[src/rtl/div_seq_pkg.sv]
// Shared definitions for the execute-stage divider sequencer: FSM state
// encoding and the fixed divide-by-zero quotient.
package div_seq_pkg;

    localparam int DIV_WIDTH = 32;

    typedef enum logic [1:0] {
        IDLE = 2'd0,
        BUSY = 2'd1,
        DONE = 2'd2
    } state_t;

    // Quotient returned for any divide by zero (all ones, like MIPS hardware).
    localparam logic [DIV_WIDTH-1:0] DIVZERO_Q = '1;

endpackage

[src/rtl/div_step.sv]
// One radix-2 restoring shift-subtract iteration of the divider.
// Purely combinational; div_seq applies it once per BUSY cycle.
module div_step
    import div_seq_pkg::*;
#(
    parameter int WIDTH = DIV_WIDTH
) (
    input  logic [WIDTH-1:0] rem_i,
    input  logic [WIDTH-1:0] quot_i,
    input  logic [WIDTH-1:0] divisor_i,
    output logic [WIDTH-1:0] rem_o,
    output logic [WIDTH-1:0] quot_o
);

    logic [WIDTH:0] shifted;
    logic [WIDTH:0] trial;

    // rem stays below the divisor, so the shifted value is below 2*divisor and
    // the top bit of a WIDTH+1-bit difference is a reliable borrow flag.
    always_comb begin
        shifted = {rem_i, quot_i[WIDTH-1]};
        trial   = shifted - {1'b0, divisor_i};
        if (!trial[WIDTH]) begin
            rem_o  = trial[WIDTH-1:0];
            quot_o = {quot_i[WIDTH-2:0], 1'b1};
        end else begin
            rem_o  = shifted[WIDTH-1:0];
            quot_o = {quot_i[WIDTH-2:0], 1'b0};
        end
    end

endmodule

[src/rtl/div_seq.sv]
// Multi-cycle DIV/DIVU sequencer beside the ALU: stalls the pipeline while it
// iterates and delivers quotient (LO) and remainder (HI) with a one-cycle ready.
module div_seq
    import div_seq_pkg::*;
#(
    parameter int WIDTH = DIV_WIDTH
) (
    input  logic             clk,
    input  logic             rst,
    input  logic             start_i,
    input  logic             signed_i,
    input  logic             annul_i,
    input  logic [WIDTH-1:0] a_i,
    input  logic [WIDTH-1:0] b_i,
    output logic             stall_o,
    output logic             ready_o,
    output logic [WIDTH-1:0] lo_o,
    output logic [WIDTH-1:0] hi_o
);

    localparam int CNT_W = (WIDTH > 1) ? $clog2(WIDTH) : 1;
    localparam logic [CNT_W-1:0] LAST_CNT = CNT_W'(WIDTH - 1);

    state_t           state_q;
    logic [CNT_W-1:0] cnt_q;
    logic [WIDTH-1:0] rem_q;
    logic [WIDTH-1:0] quot_q;
    logic [WIDTH-1:0] div_q;
    logic             qs_q;
    logic             rs_q;
    logic             ready_q;
    logic [WIDTH-1:0] lo_q;
    logic [WIDTH-1:0] hi_q;

    logic [WIDTH-1:0] rem_d;
    logic [WIDTH-1:0] quot_d;
    logic             accept;
    logic             a_neg;
    logic             b_neg;

    div_step #(.WIDTH(WIDTH)) u_step (
        .rem_i     (rem_q),
        .quot_i    (quot_q),
        .divisor_i (div_q),
        .rem_o     (rem_d),
        .quot_o    (quot_d)
    );

    assign accept = (state_q == IDLE) && start_i && !annul_i;
    assign a_neg  = signed_i && a_i[WIDTH-1];
    assign b_neg  = signed_i && b_i[WIDTH-1];

    // Stall drops in DONE so the pipeline advances exactly once with the result.
    assign stall_o = accept || (state_q == BUSY);
    assign ready_o = ready_q;
    assign lo_o    = lo_q;
    assign hi_o    = hi_q;

    always_ff @(posedge clk) begin
        if (rst) begin
            state_q <= IDLE;
            cnt_q   <= '0;
            rem_q   <= '0;
            quot_q  <= '0;
            div_q   <= '0;
            qs_q    <= 1'b0;
            rs_q    <= 1'b0;
            ready_q <= 1'b0;
            lo_q    <= '0;
            hi_q    <= '0;
        end else begin
            ready_q <= 1'b0;
            case (state_q)
                IDLE: begin
                    if (accept) begin
                        if (b_i == '0) begin
                            lo_q    <= {WIDTH{DIVZERO_Q[0]}};
                            hi_q    <= a_i;
                            ready_q <= 1'b1;
                            state_q <= DONE;
                        end else begin
                            // Iterate on magnitudes; signs are reapplied on exit.
                            quot_q  <= a_neg ? -a_i : a_i;
                            div_q   <= b_neg ? -b_i : b_i;
                            rem_q   <= '0;
                            cnt_q   <= '0;
                            qs_q    <= a_neg ^ b_neg;
                            rs_q    <= a_neg;
                            state_q <= BUSY;
                        end
                    end
                end
                BUSY: begin
                    if (annul_i) begin
                        state_q <= IDLE;
                    end else begin
                        rem_q  <= rem_d;
                        quot_q <= quot_d;
                        cnt_q  <= cnt_q + CNT_W'(1);
                        if (cnt_q == LAST_CNT) begin
                            lo_q    <= qs_q ? -quot_d : quot_d;
                            hi_q    <= rs_q ? -rem_d : rem_d;
                            ready_q <= 1'b1;
                            state_q <= DONE;
                        end
                    end
                end
                DONE: begin
                    state_q <= IDLE;
                end
                default: begin
                    state_q <= IDLE;
                end
            endcase
        end
    end

endmodule

[config.mk]
export PLATFORM = sky130hd
export DESIGN_NAME = div_seq
export DESIGN_NICKNAME = d
export VERILOG_FILES = /design/src/rtl/div_seq_pkg.sv /design/src/rtl/div_step.sv /design/src/rtl/div_seq.sv
export SDC_FILE = /design/constraint.sdc
export NUM_CORES = 1
export LEC_CHECK = 0
export CELL_PAD_IN_SITES_DETAIL_PLACEMENT = 1
export CELL_PAD_IN_SITES_GLOBAL_PLACEMENT = 1
export CORE_MARGIN = 3
export CORE_UTILIZATION = 45
export DETAILED_ROUTE_END_ITERATION = 10
export PLACE_DENSITY_LB_ADDON = 0.1
export SETUP_SLACK_MARGIN = 0.3
export SYNTH_ARGS = -nofsm -noshare
export SYNTH_HDL_FRONTEND = slang
export SYNTH_SLANG_ARGS = --single-unit
[constraint.sdc]
create_clock -name clk -period 8 [get_ports clk]
set_input_delay 2 -clock clk [delete_from_list [all_inputs] [get_ports clk]]
set_output_delay 2 -clock clk [all_outputs]
set_load 0.1 [all_outputs]
# --- Word-level counts from Yosys, hierarchy flattened ---
# Cells that the tools add are included.
word_totals:
  reg_bits: 170
  in_bits: 69
  out_inout_bits: 66
  wordCells: 77
op_classes:
  addsub: 6
  n_eq_ne: 8
  n_mux: 38
  n_bitwise: 2
  reduce_logical: 13
ops:
  columns: ["cell", "n"]
  rows:
  - ["32-bit 2-to-1 mux", 19]
  - ["32-bit one-hot mux with 2 select lines", 4]
  - ["32-bit negation", 4]
  - ["33-bit by 32-bit subtractor with 33-bit output", 1]
  - ["32-bit logical NOT", 1]
  - ["5-bit 2-to-1 mux", 3]
  - ["5-bit one-hot mux with 2 select lines", 1]
  - ["2-bit 2-to-1 mux", 4]
  - ["2-bit != test (second input constant)", 3]
  - ["5-bit by 1-bit adder with 5-bit output (second input constant)", 1]
  - ["5-bit == test (second input constant)", 1]
  - ["1-bit 2-to-1 mux", 5]
  - ["5-bit AND reduction", 1]
  - ["1-bit logical AND", 4]
  - ["2-bit by 1-bit != test with 1-bit output (second input constant)", 2]
  - ["2-bit one-hot mux with 2 select lines", 1]
  - ["4-bit AND reduction", 1]
  - ["3-bit by 2-bit != test with 1-bit output (second input constant)", 1]
  - ["3-bit AND reduction", 1]
  - ["2-bit by 1-bit == test with 1-bit output (second input constant)", 1]
  - ["2-bit logical NOT", 1]
  - ["1-bit one-hot mux with 2 select lines", 1]
  - ["2-bit AND reduction", 1]
  - ["2-bit nonzero test", 1]
  - ["other kinds (4)", 4]

# --- Depth between registers and ports, before layout ---
logic_depth:
  word_depth: 7
  mapped_depth: 23
  depth_no_buf: 20

# --- By module ---
# A second synthesis with hierarchy kept.
hier_totals:
  hier_cells: 1557
  hier_area_um2: 12061.6
modules_own_cells:
  columns: ["module", "n_inst", "cells_per_inst", "area_each_um2", "seq_area_each_um2"]
  rows:
  - ["div_seq", 1, 1217, 9511.6, 3403.3]
  - ["div_step", 1, 340, 2549.9, 0.0]

# --- Worst setup path before layout ---
# OpenSTA, ideal clock, no wires.
synth_timing:
  path_kind: "input-to-output"
  startpoint: "in annul_i"
  endpoint: "out stall_o"
  arrival_ps: 3365
  required_time_ps: 6000
  setup_slack_ps: 2635
  cell_stages: 3
  path_buffers: 0
  path_cell_list: "inv_1 > a21oi_1 > nor2_1"
synth_via:
  elab_chain_cells: 3
synth_rtl:
  columns: ["element", "line", "source"]
  rows:
  - ["from (decl)", "div_seq.sv:12", "input logic annul_i,"]
  - ["1-bit logical NOT", "div_seq.sv:49", "assign accept = (state_q == IDLE) && start_i && !annul_i;"]
  - ["1-bit logical AND", "div_seq.sv:49", null]
  - ["1-bit logical OR", "div_seq.sv:54", "assign stall_o = accept || (state_q == BUSY);"]
  - ["to (decl)", "div_seq.sv:15", "output logic stall_o,"]
# Every way passes these cells.

# --- Final worst setup path ---
layout_timing:
  startpoint: "in b_i[0]"
  endpoint: "reg hi_q[24], in the netlist hi_o[24]"
layout_via:
  elab_chain_cells: 3
layout_rtl:
  columns: ["element", "line", "source"]
  rows:
  - ["from (decl)", "div_seq.sv:14", "input logic [WIDTH-1:0] b_i,"]
  - ["32-bit logical NOT", "div_seq.sv:76", "if (b_i == '0) begin"]
  - ["2-bit by 1-bit != test with 1-bit output (no source line)", null, null]
  - ["5-bit AND reduction (no source line)", null, null]
  - ["to (signal assigned)", "div_seq.sv:78", "hi_q <= a_i;"]
  - ["to (signal assigned)", "div_seq.sv:102", "hi_q <= rs_q ? -rem_d : rem_d;"]
  - ["to (decl)", "div_seq.sv:33", "logic [WIDTH-1:0] hi_q;"]
# Every way passes these cells.
# A chain may end at the register's enable or synchronous reset.

==> flow_summary_export.csv <==
group,metric,value,unit
outcome,status,"completed",
synthesis,syn_inst,1596,
global_route,grt_pass1_vias,12000,
final_layout,fill_cells,3214,
final_layout,n_antenna_cell,0,
cts,cts_tree,"built",
final_layout,fin_util,54.5,%
cts,clk_pin_slew,0.07,ns
final_layout,final_area,14000,um^2
placed_design,place_ws,1.63,ns
drt,final_antenna_net_count,0,
drt,wl_met1,18700,um
timing,min_period,5.99,ns
drt,top_layer,"met4",
final_layout,drive_above_1_share,4.60,%
power_and_ir_drop,leakagePower,5.18,nW
timing,max_freq,0.167,GHz
final_layout,area_growth,17.3,%
synthesis,yosysWarningCount,0,
floorplan,die-height,169,um
global_route,grt_pass1_wl,65600,um
cts,clock-sinks,170,
floorplan,die_w,169,um
cts,cts_inserted_buffers,17,
cts,cts_post_setup_buffers_inserted,0,
timing,tightest_slew,1.21,ns
synthesis,ys_async_sr_fraction,0,%
power_and_ir_drop,irDropWorstVdd,153,uV
worst_setup_path,cp-start-kind,"primary input",
job,drv_cap,0,
timing,setup_viol,0,
timing,relSlewSlack,19.5,%
placed_design,dp_hpwl,31000,um
worst_setup_path,arrival,6.34,ns
synthesis,synth_edf_count,0,
drt,route.met2.wl,19800,um
floorplan,core,25600,um^2
floorplan,ioPinCount,135,
floorplan,core.rowCount,58,
timing,fin_setup_tns,0,ns
min_path,hold_class,"register to register",
synthesis,syn-num-nets,1704,
cts,htreeDepth,4,
cts,cts-hold-fix-buffers,0,
drt,drc,0,
cts,cts-resized-gates,0,
worst_setup_path,path_class,"primary input to register",
timing,rsz0062_at_grt,"false",
worst_setup_path,crit_fanout,29,
drt,wl_met3,1740,um
worst_setup_path,end_kind,"register",
drt,firstDrtPassIters,5,
placed_design,gp_congestion,0.918,
drt,viasPerCell,6.10,
timing,fin_ws,2.01,ns
final_layout,ff_latch_area,3400,um^2
drt,drt_wl_total,41300,um
synthesis,ys_seq_area_share,28.6,%
worst_setup_path,required,8.34,ns
synthesis,ys_seq_elements,170,
drt,vias,12200,
global_route,grt.total_usage,28.3,%
timing,hold_viol_final,0,
timing,slew_violations,0,
timing,fin_crit_sh,74.9,%
power_and_ir_drop,power_density,156,nW/um^2
floorplan,die-area,28400,um^2
cts,cts_buffer_depth,2,
timing,clock_skew,0.0168,ns
global_route,overflow,0,
drt,drt_iter0_markers,874,
cts,root_buffer,"clkbuf_16",
floorplan,start_util,46.5,%
final_layout,multi_input_area,7920,um^2
global_route,grt_max_degree,93,
placed_design,place_area,13400,um^2
synthesis,synthDistinctLibCells,71,
placed_design,port_buffers,134,
final_layout,finalNetCount,1768,
cts,insertion_delay,0.44,ns
synthesis,synth_area_per_cell,7.46,um^2
synthesis,synth_area,11900,um^2
drt,routedWlPerCell,20.6,um
synthesis,synth-main-ff-cell,"dfxtp_1",
global_route,antenna_found_initial,0,
layer usage:
layer  track usage (%)  vias to the layer above
li1                  -                     5918
met5                 0                        -
met1              37.7                     5921
met2              48.3                      329
met3              2.66                       59
met4              9.36                        0
cell usage after synthesis (6+ instances only):
library cell,instances,area share (%)
nor2_1,219,6.9
dfxtp_1,170,29
a21oi_1,148,6.2
nand2_1,138,4.4
o21ai_0,103,4.3
clkbuf_1,81,2.6
xor2_1,74,5.4
a211oi_1,70,4.4
xnor2_1,59,4.3
inv_1,55,1.7
ha_1,38,4.0
nor3_1,36,1.5
a311oi_1,28,2.1
o31ai_1,25,1.6
a22oi_1,21,1.3
nand3_1,21,0.88
a31oi_1,20,1.1
mux2i_1,20,1.7
and2_1,19,1.0
nor4_1,19,1.0
o211ai_1,18,1.1
o41ai_1,17,1.3
or3_1,17,0.89
a21o_1,13,0.82
buf_2,12,0.50
or4_1,11,0.69
o21a_1,10,0.63
and3_1,9,0.47
nor2b_1,9,0.47
mux2_2,7,0.66
o211a_1,7,0.59
or2_2,7,0.37
buf_1,6,0.19
nand2b_1,6,0.32
nand4_1,6,0.32
registers in the layout, summed over array words and instances, names as in the netlist:
register  cells
cnt_q         5
div_q        32
hi_o         32
lo_o         32
qs_q          1
quot_q       32
ready_o       1
rem_q        32
rs_q          1
state_q       2
placed cells by master (no fill, tap or decap), types with 55 or more instances in the layout:
cell type	n
xnor2_1	59
a21oi_1	148
xor2_1	74
nor2_1	219
a211oi_1	70
inv_1	55
dfxtp_1	170
o21ai_0	102
nand2_1	138
clkdlybuf4s50_1	133
power by group:
group	internal, mW	leakage, nW	total [mW]	switching [mW]
Combinational	0.167	3.52	0.459	0.292
Sequential	0.868	1.38	0.891	0.0223
Clock	0.417	0.280	0.824	0.408
Total	1.45	5.18	2.17	0.722
through the flow:
stage	power [mW]	cells	hold slack (ns)
floorplan	1.21	1596	0.432
global placement	1.35	1971	0.445
detailed placement	1.36	1971	0.456
CTS	2.18	2003	0.470
global route	2.27	2003	0.491
finish	2.17	2003	0.471
critical path: stages:
cell and delay [ns]:
clkdlybuf4s50_1 0.44, inv_1 0.07, ha_1 0.19, or4b_2 0.66, nor2_1 0.15, nand2_1 0.14, nor3_1 0.32, and2_1 0.32
nand4b_1 0.22, a211o_1 0.34, buf_4 0.23, nor2_1 0.59, buf_4 0.32, nand2_1 0.10, o22ai_1 0.23
area by class of cell:
type / instances / share of cell area, %
inverters: 56 / 1.52
multi-input cells: 1268 / 56.7
flip-flops and latches: 170 / 24.4
repair buffers: 147 / 10.3
clock inverters: 14 / 1.08
well taps: 330 / 2.96
clock buffers: 18 / 3.07
worst paths after layout:
path / from / to / cells after the start / slack (ns)
setup / recovery: b_i[0] / hi_o[24] / 15 / 2.01
hold / removal: div_q[22] / div_q[22] / 2 / 0.47
setup reg to reg: div_q[0] / lo_o[30] / 19 / 2.09
hold reg to reg: div_q[22] / div_q[22] / 2 / 0.47
cells by family (layout without fill, tap and decap cells):
group,after synthesis,after routing,synth area share (%)
xor gates and xnor gates,133,133,9.78
and+or+nand+nor,535,535,20.6
muxes,28,28,2.47
DFF,170,170,28.6
AOI/OAI and AO/OA,533,533,29.2
adders and majority gates,39,39,4.16
buffers and inverters,158,235,5.22
Note: power is estimated with default switching activity, not from simulation.
